### src/rtl/backend_seq_pkg.sv
// rtl/backend_seq_pkg.sv - shared state encoding and default parameters for backend_seq
package backend_seq_pkg;

  // Power-up sequencer states; LOAD is the reset state.
  typedef enum logic [2:0] {
    ST_LOAD     = 3'd0,
    ST_WAIT_VCO = 3'd1,
    ST_WAIT_AMP = 3'd2,
    ST_WAIT_RDY = 3'd3,
    ST_RUN      = 3'd4
  } state_e;

  localparam int DEF_N_CH   = 2;
  localparam int DEF_GAIN_W = 3;
  localparam int DEF_T_VCO  = 2;
  localparam int DEF_T_AMP  = 10;
  localparam int DEF_T_RDY  = 10;
  localparam int DEF_WIN    = 10000;
  localparam int DEF_FREQ_W = 16;

  // Largest of three delays, used to size the shared phase timer.
  function automatic int max3(input int a, input int b, input int c);
    int m;
    m = (a > b) ? a : b;
    return (m > c) ? m : c;
  endfunction

endpackage

### src/rtl/sync_edge.sv
// rtl/sync_edge.sv - two-flop synchronizer with registered rising-edge pulse
module sync_edge (
  input  logic clk_i,
  input  logic rst_ni,
  input  logic d_i,
  output logic d_o,
  output logic rise_o
);

  logic s1_q;
  logic s2_q;
  logic s3_q;
  logic rise_q;

  // Two metastability stages, one history stage, and the edge pulse register.
  always_ff @(posedge clk_i or negedge rst_ni) begin
    if (!rst_ni) begin
      s1_q   <= 1'b0;
      s2_q   <= 1'b0;
      s3_q   <= 1'b0;
      rise_q <= 1'b0;
    end else begin
      s1_q   <= d_i;
      s2_q   <= s1_q;
      s3_q   <= s2_q;
      rise_q <= s2_q & ~s3_q;
    end
  end

  // s3_q carries the synchronized level from the same cycle that produced rise_q,
  // so a data line through its own instance lines up with a clock line's pulse.
  assign d_o    = s3_q;
  assign rise_o = rise_q;

endmodule

### src/rtl/backend_seq.sv
// rtl/backend_seq.sv - serial gain load, VCO/amplifier power-up sequencing and VCO frequency counter
module backend_seq
  import backend_seq_pkg::*;
#(
  parameter int N_CH   = DEF_N_CH,
  parameter int GAIN_W = DEF_GAIN_W,
  parameter int T_VCO  = DEF_T_VCO,
  parameter int T_AMP  = DEF_T_AMP,
  parameter int T_RDY  = DEF_T_RDY,
  parameter int WIN    = DEF_WIN,
  parameter int FREQ_W = DEF_FREQ_W
) (
  input  logic                     i_clk,
  input  logic                     i_resetbAll,
  input  logic                     i_sclk,
  input  logic                     i_sdin,
  input  logic                     i_vco_clk,
  output logic                     o_resetbvco,
  output logic [N_CH-1:0]          o_resetb,
  output logic [N_CH*GAIN_W-1:0]   o_gain,
  output logic                     o_ready,
  output logic [FREQ_W-1:0]        o_vco_count,
  output logic                     o_vco_valid
);

  localparam int TOTAL = N_CH * GAIN_W;
  localparam int BIT_W = $clog2(TOTAL + 1);
  localparam int T_MAX = max3(T_VCO, T_AMP, T_RDY);
  localparam int TMR_W = $clog2(T_MAX + 1);
  localparam int WIN_W = $clog2(WIN);

  logic sclk_rise;
  logic sdin_d;
  logic vco_rise;
  logic unused_levels;
  logic sclk_lvl;
  logic vco_lvl;
  logic sdin_rise;

  sync_edge u_sync_sclk (
    .clk_i  (i_clk),
    .rst_ni (i_resetbAll),
    .d_i    (i_sclk),
    .d_o    (sclk_lvl),
    .rise_o (sclk_rise)
  );

  sync_edge u_sync_sdin (
    .clk_i  (i_clk),
    .rst_ni (i_resetbAll),
    .d_i    (i_sdin),
    .d_o    (sdin_d),
    .rise_o (sdin_rise)
  );

  sync_edge u_sync_vco (
    .clk_i  (i_clk),
    .rst_ni (i_resetbAll),
    .d_i    (i_vco_clk),
    .d_o    (vco_lvl),
    .rise_o (vco_rise)
  );

  assign unused_levels = sclk_lvl ^ vco_lvl ^ sdin_rise;

  state_e               state_q;
  logic [BIT_W-1:0]     bit_cnt_q;
  logic [TMR_W-1:0]     tmr_q;
  logic [WIN_W-1:0]     win_q;
  logic [FREQ_W-1:0]    cnt_q;
  logic [FREQ_W-1:0]    cnt_next_d;
  logic [TOTAL-1:0]     gain_q;
  logic                 resetbvco_q;
  logic [N_CH-1:0]      resetb_q;
  logic                 ready_q;
  logic [FREQ_W-1:0]    vco_count_q;
  logic                 vco_valid_q;

  // Edge count including this cycle's edge, held at all-ones instead of wrapping.
  always_comb begin
    cnt_next_d = cnt_q;
    if (vco_rise && (cnt_q != {FREQ_W{1'b1}})) begin
      cnt_next_d = cnt_q + FREQ_W'(1);
    end
  end

  // Sequencer FSM with its registered outputs and the measurement window.
  always_ff @(posedge i_clk or negedge i_resetbAll) begin
    if (!i_resetbAll) begin
      state_q     <= ST_LOAD;
      bit_cnt_q   <= '0;
      tmr_q       <= '0;
      win_q       <= '0;
      cnt_q       <= '0;
      gain_q      <= '0;
      resetbvco_q <= 1'b0;
      resetb_q    <= '0;
      ready_q     <= 1'b0;
      vco_count_q <= '0;
      vco_valid_q <= 1'b0;
    end else begin
      vco_valid_q <= 1'b0;
      case (state_q)
        ST_LOAD: begin
          if (sclk_rise) begin
            for (int i = 0; i < TOTAL; i++) begin
              if (bit_cnt_q == BIT_W'(i)) begin
                gain_q[i] <= sdin_d;
              end
            end
            if (bit_cnt_q == BIT_W'(TOTAL - 1)) begin
              state_q <= ST_WAIT_VCO;
              tmr_q   <= '0;
            end else begin
              bit_cnt_q <= bit_cnt_q + BIT_W'(1);
            end
          end
        end
        ST_WAIT_VCO: begin
          if (tmr_q == TMR_W'(T_VCO - 1)) begin
            state_q     <= ST_WAIT_AMP;
            resetbvco_q <= 1'b1;
            tmr_q       <= '0;
          end else begin
            tmr_q <= tmr_q + TMR_W'(1);
          end
        end
        ST_WAIT_AMP: begin
          if (tmr_q == TMR_W'(T_AMP - 1)) begin
            state_q  <= ST_WAIT_RDY;
            resetb_q <= '1;
            tmr_q    <= '0;
          end else begin
            tmr_q <= tmr_q + TMR_W'(1);
          end
        end
        ST_WAIT_RDY: begin
          if (tmr_q == TMR_W'(T_RDY - 1)) begin
            state_q <= ST_RUN;
            ready_q <= 1'b1;
            win_q   <= '0;
            cnt_q   <= '0;
          end else begin
            tmr_q <= tmr_q + TMR_W'(1);
          end
        end
        ST_RUN: begin
          if (win_q == WIN_W'(WIN - 1)) begin
            vco_count_q <= cnt_next_d;
            vco_valid_q <= 1'b1;
            cnt_q       <= '0;
            win_q       <= '0;
          end else begin
            cnt_q <= cnt_next_d;
            win_q <= win_q + WIN_W'(1);
          end
        end
        default: state_q <= ST_LOAD;
      endcase
    end
  end

  assign o_resetbvco = resetbvco_q;
  assign o_resetb    = resetb_q;
  assign o_gain      = gain_q;
  assign o_ready     = ready_q;
  assign o_vco_count = vco_count_q;
  assign o_vco_valid = vco_valid_q;

endmodule

### config.mk
export PLATFORM = sky130hd
export DESIGN_NAME = backend_seq
export DESIGN_NICKNAME = d
export VERILOG_FILES = /design/src/rtl/backend_seq_pkg.sv /design/src/rtl/sync_edge.sv /design/src/rtl/backend_seq.sv
export SDC_FILE = /design/constraint.sdc
export NUM_CORES = 1
export LEC_CHECK = 0
export BUFFER_PORTS_ARGS = -buffer_cell sky130_fd_sc_hd__buf_2
export CORE_AREA = 2 2 96 98
export CTS_CLUSTER_DIAMETER = 100
export CTS_CLUSTER_SIZE = 24
export DETAILED_ROUTE_END_ITERATION = 16
export DIE_AREA = 0 0 98 100
export PLACE_DENSITY = 0.62
export SLEW_MARGIN = 10
export SYNTH_ARGS = -nofsm -noshare
export SYNTH_HDL_FRONTEND = slang
export SYNTH_HIERARCHICAL = 1
export SYNTH_SLANG_ARGS = --single-unit
### constraint.sdc
create_clock -name i_clk -period 3.64 [get_ports i_clk]
set_input_delay 0.182 -clock i_clk [delete_from_list [all_inputs] [get_ports i_clk]]
set_output_delay 0.182 -clock i_clk [all_outputs]
set_load 0.05 [all_outputs]
# After elaboration in Yosys (flattened, before gate mapping)
# Index checks and enable logic that the tools add are counted.
[word_totals] regBits=77 word_cells=96 out_inout_bits=27 in_bits=5
[op_classes] muxes=21 eq_ne=19 addsub=4 reduce_logical=19 n_bitwise=6
[op_table] operator="$mux W16" n=3
[op_table] operator="$pmux W16 S2" n=1
[op_table] operator="$mux W14" n=2
[op_table] operator="$pmux W14 S2" n=1
[op_table] operator="$reduce_and A3 Y1" n=7
[op_table] operator="$mux W4" n=5
[op_table] operator="$add A16 B1 Y16 const B" n=1
[op_table] operator="$ne A16 B16 Y1 const B" n=1
[op_table] operator="$pmux W4 S4" n=1
[op_table] operator="$mux W3" n=5
[op_table] operator="$pmux W3 S5" n=1
[op_table] operator="$add A14 B1 Y14 const B" n=1
[op_table] operator="$eq A14 B14 Y1 const B" n=1
[op_table] operator="$eq A3 B2 Y1 const B" n=4
[op_table] operator="$ne A2 B2 Y1 const B" n=5
[op_table] operator="$reduce_and A2 Y1" n=5
[op_table] operator="$eq A3 B3 Y1 const B" n=3
[op_table] operator="$eq A3 B1 Y1 const B" n=2
[op_table] operator="$logic_not A3 Y1" n=2
[op_table] operator="$reduce_and A6 Y1" n=1
[op_table] operator="$add A4 B1 Y4 const B" n=1
[op_table] operator="$eq A4 B1 Y1 const B" n=1
[op_table] operator="$eq A4 B4 Y1 const B" n=1
[op_table] operator="$not A1 Y1" n=4
[op_table] operator="other kinds (8)" n=10

# Logic depth before layout (Yosys ltp)
[logic_depth] depth_word=5 mapped_depth=9 depth_no_buf=8

# Hierarchy
# Netlist, hierarchy kept.
[by_module_without_submodules] mod="backend_seq" seq_area_each_um2=1651.6 instances=1 cells_each=367 area_each_um2=3529.6
[by_module_without_submodules] mod="sync_edge" seq_area_each_um2=100.1 instances=3 cells_each=5 area_each_um2=113.9

# Least setup slack after synthesis
# Ideal clock, no wire load.
[synth_timing] path_kind="flip-flop to flip-flop" from="register win_q[7]" to="register cnt_q[1]" path_buffers=2 path_stages_with_launch=7 arrival_time_ps=1815 setup_ps=122 t_required_ps=3518 period_less_slack_ps=1937 setup_slack_ps=1703 path_cell_list="dfrtp_1 -> buf_2 -> or3_4 -> o41ai_4 -> buf_6 -> o21ai_1 -> a32o_1"
[synth_via] elab_chain_len=3
[synth_rtl] element="start, declared" line="backend_seq.sv:69" rtl="logic [WIN_W-1:0] win_q;"
[synth_rtl] element="start signal, assigned" line="backend_seq.sv:155" rtl="win_q <= win_q + WIN_W'(1);"
[synth_rtl] element="$eq A14 B14 Y1" line="backend_seq.sv:148" rtl="if (win_q == WIN_W'(WIN - 1)) begin"
[synth_rtl] element="$mux W16" line="backend_seq.sv:148"
[synth_rtl] element="$pmux W16 S2" line="backend_seq.sv:103" rtl="case (state_q)"
[synth_rtl] element="end signal, assigned" line="backend_seq.sv:154" rtl="cnt_q <= cnt_next_d;"
[synth_rtl] element="end, declared" line="backend_seq.sv:70" rtl="logic [FREQ_W-1:0] cnt_q;"
# No other way between the ends.
# A chain may end at the register's enable or synchronous reset.

# Worst setup path after layout
[layout_timing] from="register win_q[0]" to="register cnt_q[1]"
# Same word-level chain as after synthesis.

==> results.env <==
MINIMUM_SETUP_SLACK_AFTER_PLACEMENT_PS=1368
NUMBER_OF_ANTENNA_VIOLATIONS_AT_THE_FIRST_CHECK_IN_GLOBAL_ROUTING=0
VIAS_IN_THE_FIRST_GLOBAL_ROUTE=2695
FINISH.UTILIZATION=0.4839
TIMING.CRITICAL_PATH.FANOUT_MAX=17
CRITPATHARRIVALTIME_PS=2530
FIN_NETS=421
LAYOUT_SETUP_WS_PS=1345
GATE_COUNT_POST_SYNTH=380
DESIGN.DIE.AREA_MM2=0.009800
HOLDCRITPATHCLASS='in -> async'
DRT_DRC_VIOLATIONS_LEFT=0
CTS_MADE_BUFFERS=9
TIMING.FMAX_MHz=435.8
CTS_MAX_PATH_BUFFERS=2
BOUNDARYPINS=32
FIN_SKEW_PS=12.02
POSTROUTEANTENNANETS=0
SYNTHTOLAYOUTAREAGROWTH_PCT=12.24
CLOCK-SINKS=77
SYNTH.NET_COUNT=394
PLACE.DETAILED.HPWL_UM=5033
PATH_CLASS='reg -> reg'
CTS.CLK_SLEW.WORST_PATHS_PS=80
TIMING.FINAL.HOLD_VIOLATIONS=35
FINAL_PERIOD_MINUS_WORST_SETUP_SLACK_PS=2295
TIMING.FINAL.CRIT_SHARE=0.6304
HEADROOM_TO_THE_MAX_SLEW_LIMIT=0.3754
GRT_USE_TOTAL=0.1641
MAX-CAP-VIOLATIONS=0
NUMBER_OF_H_TREE_LEVELS=3
CTS_REPAIR_RESIZE_COUNT=0
CORE_MM2=0.008890
ANTENNADIODECOUNT=0
TIGHTESTPINTRANSITION_PS=936.8
P_LEAK_nW=1.915
MOST_USED_CELLS_IN_THE_LAYOUT_EXCLUDING_FILL_AND_TAP_CELLS='sky130_fd_sc_hd__dfrtp_1 (77), sky130_fd_sc_hd__nand2_1 (43), sky130_fd_sc_hd__o21ai_0 (30), sky130_fd_sc_hd__buf_2 (30), sky130_fd_sc_hd__nor2_1 (21)'
FIN_TNS_SETUP_PS=0
DRIVE_GT1_FRAC=0.1748
POWER.DENSITY_CELL_AREA_mW_PER_MM2=548.2
FAILED_CHECKS='negative hold slack'
FINALHOLDWORSTSLACK_PS=-43.81
GLOBAL_ROUTE_CONGESTION_OVERFLOW_TOTAL=0
FILLERS=816
VIA_COUNT=2838
SYNTH_AREA_MM2=0.003832
DIEWIDTH_UM=98
STATUS='finished with violations'
GRT_PASS1_WL_UM=13030
ROUTED_WL_UM=7392
DRT_ITER0_DRC=127
GLOBALPLACE.CONGESTION=0.7803
WORST_IR_DROP_VDD_uV=427.8
SETUP_VIOLATIONS=0
WORST_SETUP_START_KIND='register'
DIE_HEIGHT_UM=100
MAXSLEWVIOLCOUNT=0
CTS_TREE='yes'
GRT_START_MAX_NET_PINS=78
AVGSYNTHCELLAREA_UM2=10.09
DETAIL_ROUTE.FIRST_PASS.ITERATIONS=4
ROWS=35
MOST_COMMON_LIBRARY_CELL_IN_THE_LAYOUT_IGNORING_FILL_AND_TAPS='sky130_fd_sc_hd__dfrtp_1'
INSERTION_DELAY_PS=350
PORT_BUFFERS=31
SYNTH-WARNING-COUNT=6
RSZ0062_AT_GRT='false'
CP-END-KIND='register'
EFFECTIVE_UTILIZATION_AT_FLOORPLAN=0.4311
ROUTED_WIRE_LENGTH_PER_INSTANCE_UM=14.13
WORSTPATHREQUIRED_PS=3880
SEQ_AREA_MM2=0.001927
MULTI_INPUT_COMB_AREA_MM2=0.001740
POST_DRT_VIA_CELL_RATIO=5.426
ROOT_BUFFER='sky130_fd_sc_hd__clkbuf_8'
REG2REGPATHDEPTH=6
==> worst max-delay path: stages, from the launching register on <==
cell	delay [ps]
sky130_fd_sc_hd__dfrtp_1	390
sky130_fd_sc_hd__ha_1	240
sky130_fd_sc_hd__nand4b_1	250
sky130_fd_sc_hd__o41ai_4	670
sky130_fd_sc_hd__buf_4	320
sky130_fd_sc_hd__o21ai_1	90
sky130_fd_sc_hd__a32o_1	230
==> sequential cells by signal, summed over array words and instances, names as in the netlist <==
register,cells
tmr_q,4
o_gain,6
cnt_q,16
u_sync_vco/s2_q,1
bit_cnt_q,3
u_sync_vco/d_o,1
win_q,14
state_q,3
u_sync_sdin/s2_q,1
u_sync_sdin/d_o,1
u_sync_sdin/s1_q,1
u_sync_sclk/rise_o,1
o_vco_count,16
u_sync_vco/rise_o,1
u_sync_vco/s1_q,1
o_ready,1
u_sync_sclk/s1_q,1
o_vco_valid,1
o_resetbvco,1
o_resetb,1
u_sync_sclk/d_o,1
u_sync_sclk/s2_q,1
==> layout make-up <==
cell class	instances	share of cell area
Clock buffer	12	0.03607
Timing Repair Buffer	38	0.05061
Inverter	14	0.01222
Sequential cell	77	0.4479
Clock inverter	4	0.01629
Tap cell	111	0.03229
Multi-Input combinational cell	267	0.4046
==> worst paths after layout <==
check / from / to / slack [ps]
max: win_q[0] / cnt_q[1] / 1350
min: i_resetbAll / o_vco_valid / -40
max reg2reg: win_q[0] / cnt_q[1] / 1350
min reg2reg: u_sync_sclk/s1_q / u_sync_sclk/s2_q / 350
max in group asynchronous: i_resetbAll / cnt_q[9] / 3060
min in group i_clk: u_sync_sclk/s1_q / u_sync_sclk/s2_q / 350
==> repair_timing <==
action                    CTS  global route
hold endpoints to repair    3             0
setup buffers               0             0
hold buffers                3             0
==> stage by stage <==
stage	power (mW)	cell area (um2)	cells	hold slack, ps
2_1_floorplan	1.510	3832	380	-113.6
3_3_place_gp	1.619	4046	504	290.9
3_5_place_dp	1.642	4046	504	291.8
4_1_cts	2.384	4302	523	18.17
5_1_grt	2.493	4302	523	65.69
6_report	2.358	4302	523	-43.81
==> power by group <==
part	switching (mW)	internal, mW
logic	0.365	0.190
clock network	0.314	0.422
registers	0.109	0.959
==> layer usage <==
metal / part of all wire / GRT usage / up-vias / routed length [um]
li1: - / - / 1404 / -
met1: 0.48 / 0.2107 / 1372 / 3515
met2: 0.48 / 0.2766 / 56 / 3562
met3: 0.033 / 0.03343 / 6 / 245
met4: 0.0093 / 0.06090 / 0 / 69
met5: 0 / 0 / - / 0
Power figures use the tool's default switching activity.
